`src/rtl/multi_channel_data_sync_pkg.sv`:
```
// Shared encodings and parameter limits for the multi-channel enable-qualified bus synchronizer.
package multi_channel_data_sync_pkg;

  localparam int unsigned MODE_LEVEL  = 0;
  localparam int unsigned MODE_TOGGLE = 1;

  localparam logic [0:0] ST_EMPTY = 1'b0;
  localparam logic [0:0] ST_FULL  = 1'b1;

  localparam int unsigned NUM_STAGES_MIN = 2;
  localparam int unsigned NUM_STAGES_MAX = 8;
  localparam int unsigned NUM_CH_MIN     = 1;
  localparam int unsigned NUM_CH_MAX     = 8;

  function automatic logic num_stages_legal(int unsigned n);
    return (n >= NUM_STAGES_MIN) && (n <= NUM_STAGES_MAX);
  endfunction

  function automatic logic num_ch_legal(int unsigned n);
    return (n >= NUM_CH_MIN) && (n <= NUM_CH_MAX);
  endfunction

endpackage

```
`src/rtl/multi_channel_data_sync_channel.sv`:
```
// One channel: enable synchronizer chain, edge detect, capture/hold FSM, ack toggle and sticky overrun.
module multi_channel_data_sync_channel
  import multi_channel_data_sync_pkg::*;
#(
  parameter int unsigned NUM_STAGES  = 3,
  parameter int unsigned BUS_WIDTH   = 8,
  parameter int unsigned TOGGLE_MODE = MODE_LEVEL
) (
  input  logic                 clk,
  input  logic                 rst,
  input  logic [BUS_WIDTH-1:0] unsync_bus,
  input  logic                 bus_enable,
  input  logic                 sync_ready,
  input  logic                 overrun_clr,
  output logic [BUS_WIDTH-1:0] sync_bus,
  output logic                 sync_valid,
  output logic                 enable_pulse,
  output logic                 ack_toggle,
  output logic                 overrun
);

  logic [NUM_STAGES-1:0] sync_q;
  logic [0:0]            state_q;
  logic [0:0]            state_d;
  logic [BUS_WIDTH-1:0]  bus_d;
  logic                  valid_d;
  logic                  pulse_d;
  logic                  ack_d;
  logic                  ovr_d;
  logic                  evt_c;

  // Enable enters at the top stage and shifts toward stage 0 (oldest).
  always_ff @(posedge clk) begin
    if (rst) begin
      sync_q <= '0;
    end else begin
      sync_q <= {bus_enable, sync_q[NUM_STAGES-1:1]};
    end
  end

  always_comb begin
    if (TOGGLE_MODE == MODE_TOGGLE) begin
      evt_c = sync_q[1] ^ sync_q[0];
    end else begin
      evt_c = sync_q[1] & ~sync_q[0];
    end
  end

  // State and registered outputs.
  always_ff @(posedge clk) begin
    if (rst) begin
      state_q      <= ST_EMPTY;
      sync_bus     <= '0;
      sync_valid   <= 1'b0;
      enable_pulse <= 1'b0;
      ack_toggle   <= 1'b0;
      overrun      <= 1'b0;
    end else begin
      state_q      <= state_d;
      sync_bus     <= bus_d;
      sync_valid   <= valid_d;
      enable_pulse <= pulse_d;
      ack_toggle   <= ack_d;
      overrun      <= ovr_d;
    end
  end

  // Next state; a held word is never overwritten unless it is accepted in the same cycle.
  always_comb begin
    state_d = state_q;
    bus_d   = sync_bus;
    valid_d = sync_valid;
    pulse_d = 1'b0;
    ack_d   = ack_toggle;
    ovr_d   = overrun & ~overrun_clr;
    case (state_q)
      ST_EMPTY: begin
        if (evt_c) begin
          state_d = ST_FULL;
          bus_d   = unsync_bus;
          valid_d = 1'b1;
          pulse_d = 1'b1;
        end
      end
      ST_FULL: begin
        if (sync_ready) begin
          ack_d = ~ack_toggle;
          if (evt_c) begin
            bus_d   = unsync_bus;
            pulse_d = 1'b1;
          end else begin
            valid_d = 1'b0;
            state_d = ST_EMPTY;
          end
        end else if (evt_c) begin
          ovr_d = 1'b1;
        end
      end
      default: begin
        state_d = ST_EMPTY;
        valid_d = 1'b0;
      end
    endcase
  end

endmodule

```
`src/rtl/multi_channel_data_sync.sv`:
```
// Top: NUM_CH independent enable-qualified bus synchronizers in the destination clock domain.
module multi_channel_data_sync
  import multi_channel_data_sync_pkg::*;
#(
  parameter int unsigned NUM_STAGES  = 3,
  parameter int unsigned BUS_WIDTH   = 8,
  parameter int unsigned NUM_CH      = 2,
  parameter int unsigned TOGGLE_MODE = MODE_LEVEL
) (
  input  logic                        clk,
  input  logic                        rst,
  input  logic [NUM_CH*BUS_WIDTH-1:0] unsync_bus,
  input  logic [NUM_CH-1:0]           bus_enable,
  input  logic [NUM_CH-1:0]           sync_ready,
  output logic [NUM_CH*BUS_WIDTH-1:0] sync_bus,
  output logic [NUM_CH-1:0]           sync_valid,
  output logic [NUM_CH-1:0]           enable_pulse,
  output logic [NUM_CH-1:0]           ack_toggle,
  output logic [NUM_CH-1:0]           overrun,
  input  logic [NUM_CH-1:0]           overrun_clr
);

  generate
    if (!num_stages_legal(NUM_STAGES) || !num_ch_legal(NUM_CH)) begin : g_bad_param
      $error("multi_channel_data_sync: NUM_STAGES must be 2..8 and NUM_CH 1..8");
    end
  endgenerate

  for (genvar c = 0; c < NUM_CH; c++) begin : g_ch
    multi_channel_data_sync_channel #(
      .NUM_STAGES  (NUM_STAGES),
      .BUS_WIDTH   (BUS_WIDTH),
      .TOGGLE_MODE (TOGGLE_MODE)
    ) u_ch (
      .clk          (clk),
      .rst          (rst),
      .unsync_bus   (unsync_bus[c*BUS_WIDTH +: BUS_WIDTH]),
      .bus_enable   (bus_enable[c]),
      .sync_ready   (sync_ready[c]),
      .overrun_clr  (overrun_clr[c]),
      .sync_bus     (sync_bus[c*BUS_WIDTH +: BUS_WIDTH]),
      .sync_valid   (sync_valid[c]),
      .enable_pulse (enable_pulse[c]),
      .ack_toggle   (ack_toggle[c]),
      .overrun      (overrun[c])
    );
  end

endmodule

```
`config.mk`:
```
export PLATFORM = sky130hd
export DESIGN_NAME = multi_channel_data_sync
export DESIGN_NICKNAME = d
export VERILOG_FILES = /design/src/rtl/multi_channel_data_sync_pkg.sv /design/src/rtl/multi_channel_data_sync_channel.sv /design/src/rtl/multi_channel_data_sync.sv
export SDC_FILE = /design/constraint.sdc
export NUM_CORES = 1
export LEC_CHECK = 0
export ABC_AREA = 1
export BUFFER_PORTS_ARGS = -buffer_cell sky130_fd_sc_hd__buf_2
export CAP_MARGIN = 20
export CORE_ASPECT_RATIO = 1.5
export CORE_MARGIN = 3
export CORE_UTILIZATION = 49
export DETAILED_ROUTE_END_ITERATION = 16
export GPL_TIMING_DRIVEN = 0
export PLACE_DENSITY = 0.84
export SYNTH_ARGS = -nofsm -noshare
export SYNTH_HDL_FRONTEND = slang
export SYNTH_SLANG_ARGS = --single-unit
```
`constraint.sdc`:
```
create_clock -name clk -period 1 [get_ports clk]
set_input_delay 0.05 -clock clk [delete_from_list [all_inputs] [get_ports clk]]
set_output_delay 0.05 -clock clk [all_outputs]
set_load 0.03 [all_outputs]
```
# Word-level counts from Yosys, hierarchy flattened
# Cells that the tools add are included.
# classes
reduce_logical	4
n_eq_ne	6
n_bitwise	12
n_mux	30
# op_table
op	n
2-to-1 mux 8 bit	4
one-hot mux 8 bit (2 select lines)	2
2-to-1 mux 1 bit	18
one-hot mux 1 bit (2 select lines)	6
!= test 2 bit, second input constant	4
inverter 1 bit	8
AND reduction 3 bit	2
AND 1 bit	4
!= test 2 x 1 -> 1 bit, second input constant	2
AND reduction 2 bit	2
# word_totals
output_inout_bits	24
register_bits	32
in_bits	24
word_cells	66

# Longest topological paths before layout
# logic_depth
depth_word	5
ltp_mapped	6
ltp_nobuf	5

# Cells and area by module
# From an unflattened synthesis, not the netlist that was laid out.
# unflattened
hier_cells	170
area_unflattened_um2	1376.3
# by_module_without_submodules
mod	seq_area_each_um2	n_inst	area_per_inst_um2	cells_per_inst
multi_channel_data_sync_channel	320.3	2	688.2	85

# Worst setup path before layout
# Ideal clock, no wire load.
# synth_path
path_kind	register -> register
from	register g_ch[0].u_ch.state_q
to	register g_ch[0].u_ch.sync_bus[0]
arrival_time_ns	0.776
t_required_ns	0.885
path_slack_ns	0.109
stages_incl_launch_ff	5
period_less_slack_ns	0.891
n_path_buf	1
setup_ns	0.115
path_cell_list	dfxtp_1 nand2_4 buf_6 a21oi_1 nor2_1
# synth_between
elab_chain_len	2
elab_cells_between_ends	3
classes_between	eq/ne (1); mux (1); bitwise (1)
# synth_lines
element	line	source
start: declaration	multi_channel_data_sync_channel.sv:23	logic [0:0] state_q;
start signal: assignment	multi_channel_data_sync_channel.sv:59	state_q <= state_d;
inverter 1 bit	multi_channel_data_sync_channel.sv:76	case (state_q)
one-hot mux 8 bit (2 select lines)	multi_channel_data_sync_channel.sv:76	
end signal: assignment	multi_channel_data_sync_channel.sv:60	sync_bus <= bus_d;
end: declaration	multi_channel_data_sync_channel.sv:15	output logic [BUS_WIDTH-1:0] sync_bus,
# Parallel ways exist; a longest one is shown, timed or not.
# A chain may end at the register's enable or synchronous reset.

# Final worst setup path
# layout_path
from	register g_ch[1].u_ch.ack_toggle
to	output ack_toggle[1]
# layout_lines
element	line	source
start: declaration	multi_channel_data_sync_channel.sv:18	output logic ack_toggle,
start signal: assignment	multi_channel_data_sync_channel.sv:63	ack_toggle <= ack_d;
end: declaration	multi_channel_data_sync.sv:18	output logic [NUM_CH-1:0] ack_toggle,
# No word-level cell between the ends.

==> flow_summary_export.csv <==
group,metric,value,unit
drt,vias,1261,
drt,wl_per_cell,10.2,um
place,io_buffers,46,
power,intPower,2.07,mW
drt,firstDrtPassIters,4,
synth,netlist.area_leader.share,0.449,
sta,final-setup-viol-count,0,
cells_and_area,diodes,0,
sta,fin_setup_tns,0,ns
setup_path,setup.worst_path.end_class,"primary output",
power,pwr-share-clk,0.361,
drt,viasPerCell,4.59,
grt,grt_max_degree,11,
drt,drt_wl_total,2820,um
place,routabilityCongestion,0.716,
synth,ys_ff_latch,32,
setup_path,cpMaxStageDelayCell,"dfxtp_1",
clock_tree,cts_buffers,5,
run,drv_cap,0,
cells_and_area,stdcell_count,275,
clock_tree,cts_sinks,32,
setup_path,cp-start-kind,"flop",
floorplanning,start_util,0.522,
cells_and_area,nFillCells,238,
power,peakVddDrop,1.22,mV
synth,synth_area_per_cell,8.01,um^2
synth,async_reset_ff_frac,0,
cells_and_area,nets,261,
sta,worst-slew-pin-transition,0.181,ns
clock_tree,clkLatencyLatePin,0.28,ns
synth,yosysWarnings,0,
sta,clock_skew,0.00387,ns
hold_path,hp-class,"primary input to flop",
power,powerDensity,1480,nW/um^2
clock_tree,cts-htree-levels,2,
synth,synth_cell_types,19,
sta,max_slew_margin,0.879,
synth,synth_edf_count,0,
power,comb_power_share,0.150,
grt,track_usage,0.159,
setup_path,critPathRequiredTime,0.95,ns
clock_tree,cts_tree,"built",
sta,period_needed,0.966,ns
drt,drt_iter0_drc,29,
floorplanning,die_w,50.1,um
place,dp.cells,261,
synth,synth_cells,178,
power,p_leak,0.992,nW
grt,grt_first_pass_wirelength,4420,um
cells_and_area,layout_commonest_cell,"buf_2",
power,switching_share,0.260,
setup_path,crit_path_max_fanout,2,
synth,netlist_area,1430,um^2
synth,ys.flop_type,"dfxtp_1",
synth,syn-num-nets,202,
floorplanning,dieHeight,72.1,um
place,hpwl,1940,um
cells_and_area,drive_gt1_frac,0.420,
synth,seq_area_frac_synth,0.449,
floorplanning,rows,23,
clock_tree,clockBufferDepth,2,
synth,synth_top_area_cell,"dfxtp_1",
sta,fin_crit_sh,0.966,
sta,max_freq,1030,MHz
sta,worst_slack,0.0336,ns
sta,drv_slew,0,
power,switchingPower,0.726,mW
drt,drtAntennaViolNets,0,
floorplanning,die-area,3610,um^2
grt,antenna_found_initial,0,
drt,drc_errors,0,
floorplanning,io-pin-count,48,
floorplanning,coreArea,2730,um^2
setup_path,path_cells,"buf_4, clkbuf_4",
synth,synthTopCellsByArea,"dfxtp_1 (45%), inv_1 (7.4%), nand2_1 (6.8%), nor2_1 (6.3%), buf_4 (5.3%)",
setup_path,cp.arrival,0.92,ns
outcome,status,"completed",
place,dp_slack,0.0227,ns
grt,grt_pass1_vias,1112,
sta,hold_viol,0,
setup_path,crit_type,"flop to primary output",
setup_path,max_stage_delay,0.35,ns
power,power_frac_seq,0.489,
clock_tree,path_clk_slew,0.06,ns
grt,grt_remaining_overflow,0,
cells_and_area,final_cell_mix,"buf_2 (44), inv_1 (28), nand2_1 (26), dfxtp_1 (26), nor2_1 (24)",
cells_and_area,syn2layout_area_growth,32.7,%
clock_tree,clock-root-buffer,"clkbuf_8",
==> critical path: cells and delay by family (launching register included) <==
family,cells,cell delay (ns)
flip-flops,1,0.35
buffers and inverters,2,0.28
==> synthesized netlist by cell type (2+ instances only) <==
master	n
buf_4	10
nand3_1	15
nand2_1	26
nand2_2	2
nor3_2	2
nor2_1	24
a21oi_1	14
a21oi_2	8
buf_6	3
nand2_4	2
dfxtp_1	32
inv_2	4
inv_1	28
xor2_1	2
nor2_8	2
==> cells by family (layout without fill, tap and decap cells) <==
logic type | Yosys count | count (layout) | synth area share
AND/OR/NAND/NOR | 74 | 75 | 0.258
flip-flops | 32 | 32 | 0.449
XOR/XNOR | 2 | 2 | 0.0123
AO/OA/AOI/OAI | 22 | 22 | 0.0982
buffers and inverters | 48 | 107 | 0.182
==> layout make-up <==
type / count / area (um^2) / area share
Multi-Input combinational cell: 99 / 541 / 0.286
Timing Repair Buffer: 51 / 302 / 0.159
Clock buffer: 8 / 90.1 / 0.0476
Tap cell: 37 / 46.3 / 0.0245
Sequential cell: 32 / 648 / 0.342
Inverter: 33 / 129 / 0.0681
Buffer: 15 / 138 / 0.0727
==> per-stage QoR <==
| step | hold slack, ns | power, mW | utilization | cell area [um^2] |
|---|---|---|---|---|
| after global placement | 0.258 | 1.77 | 0.623 | 1700 |
| final | 0.0177 | 2.80 | 0.692 | 1890 |
| after floorplan | 0.157 | 1.67 | - | 1430 |
| after detailed placement | 0.266 | 1.78 | 0.623 | 1700 |
| after CTS | 0.0227 | 2.79 | 0.663 | 1810 |
| after global routing | 0.0299 | 2.92 | 0.692 | 1890 |
==> what timing repair did <==
| action | CTS | global route |
|---|---|---|
| setup endpoints to repair | 0 | 19 |
| hold buffers | 2 | 0 |
| gates resized for setup | 0 | 15 |
| buffers inserted | 0 | 2 |
| endpoints found under the hold margin | 2 | 0 |
==> worst paths after layout <==
kind,slack [ns],endpoint,startpoint,cells after the start
worst min-delay path,0.02,g_ch[1].u_ch.state_q$_SDFF_PP0_,rst,2
worst max register to register,0.05,g_ch[0].u_ch.state_q$_SDFF_PP0_,g_ch[0].u_ch.sync_q[1]$_SDFF_PP0_,5
worst min register to register,0.40,g_ch[0].u_ch.sync_q[1]$_SDFF_PP0_,g_ch[0].u_ch.sync_q[2]$_SDFF_PP0_,2
worst max-delay path,0.03,ack_toggle[1],g_ch[1].u_ch.ack_toggle$_SDFFE_PP0P_,2
==> flip-flops by register name, summed over array words and instances (netlist names) <==
name and count:
g_ch.u_ch.enable_pulse 2, g_ch.u_ch.sync_valid 2, g_ch.u_ch.sync_q 6, g_ch.u_ch.state_q 2, g_ch.u_ch.ack_toggle 2, g_ch.u_ch.sync_bus 16, g_ch.u_ch.overrun 2
==> per-layer routing <==
layer / vias up / share of wire / track usage / wire length (um)
li1: 648 / - / - / -
met1: 575 / 0.39 / 0.155 / 1100
met2: 31 / 0.53 / 0.294 / 1510
met3: 7 / 0.054 / 0.0411 / 152
met4: 0 / 0.022 / 0.0923 / 62
met5: - / 0 / 0 / 0
==> power by group through the flow <==
stage	logic [mW]	registers (mW)	clock network, mW
CTS	0.397	1.36	1.03
finish	0.419	1.37	1.01
global placement	0.384	1.39	0
detailed placement	0.391	1.39	0
floorplan	0.212	1.45	0
global route	0.462	1.37	1.08
Note: power is estimated with default switching activity, not from simulation.
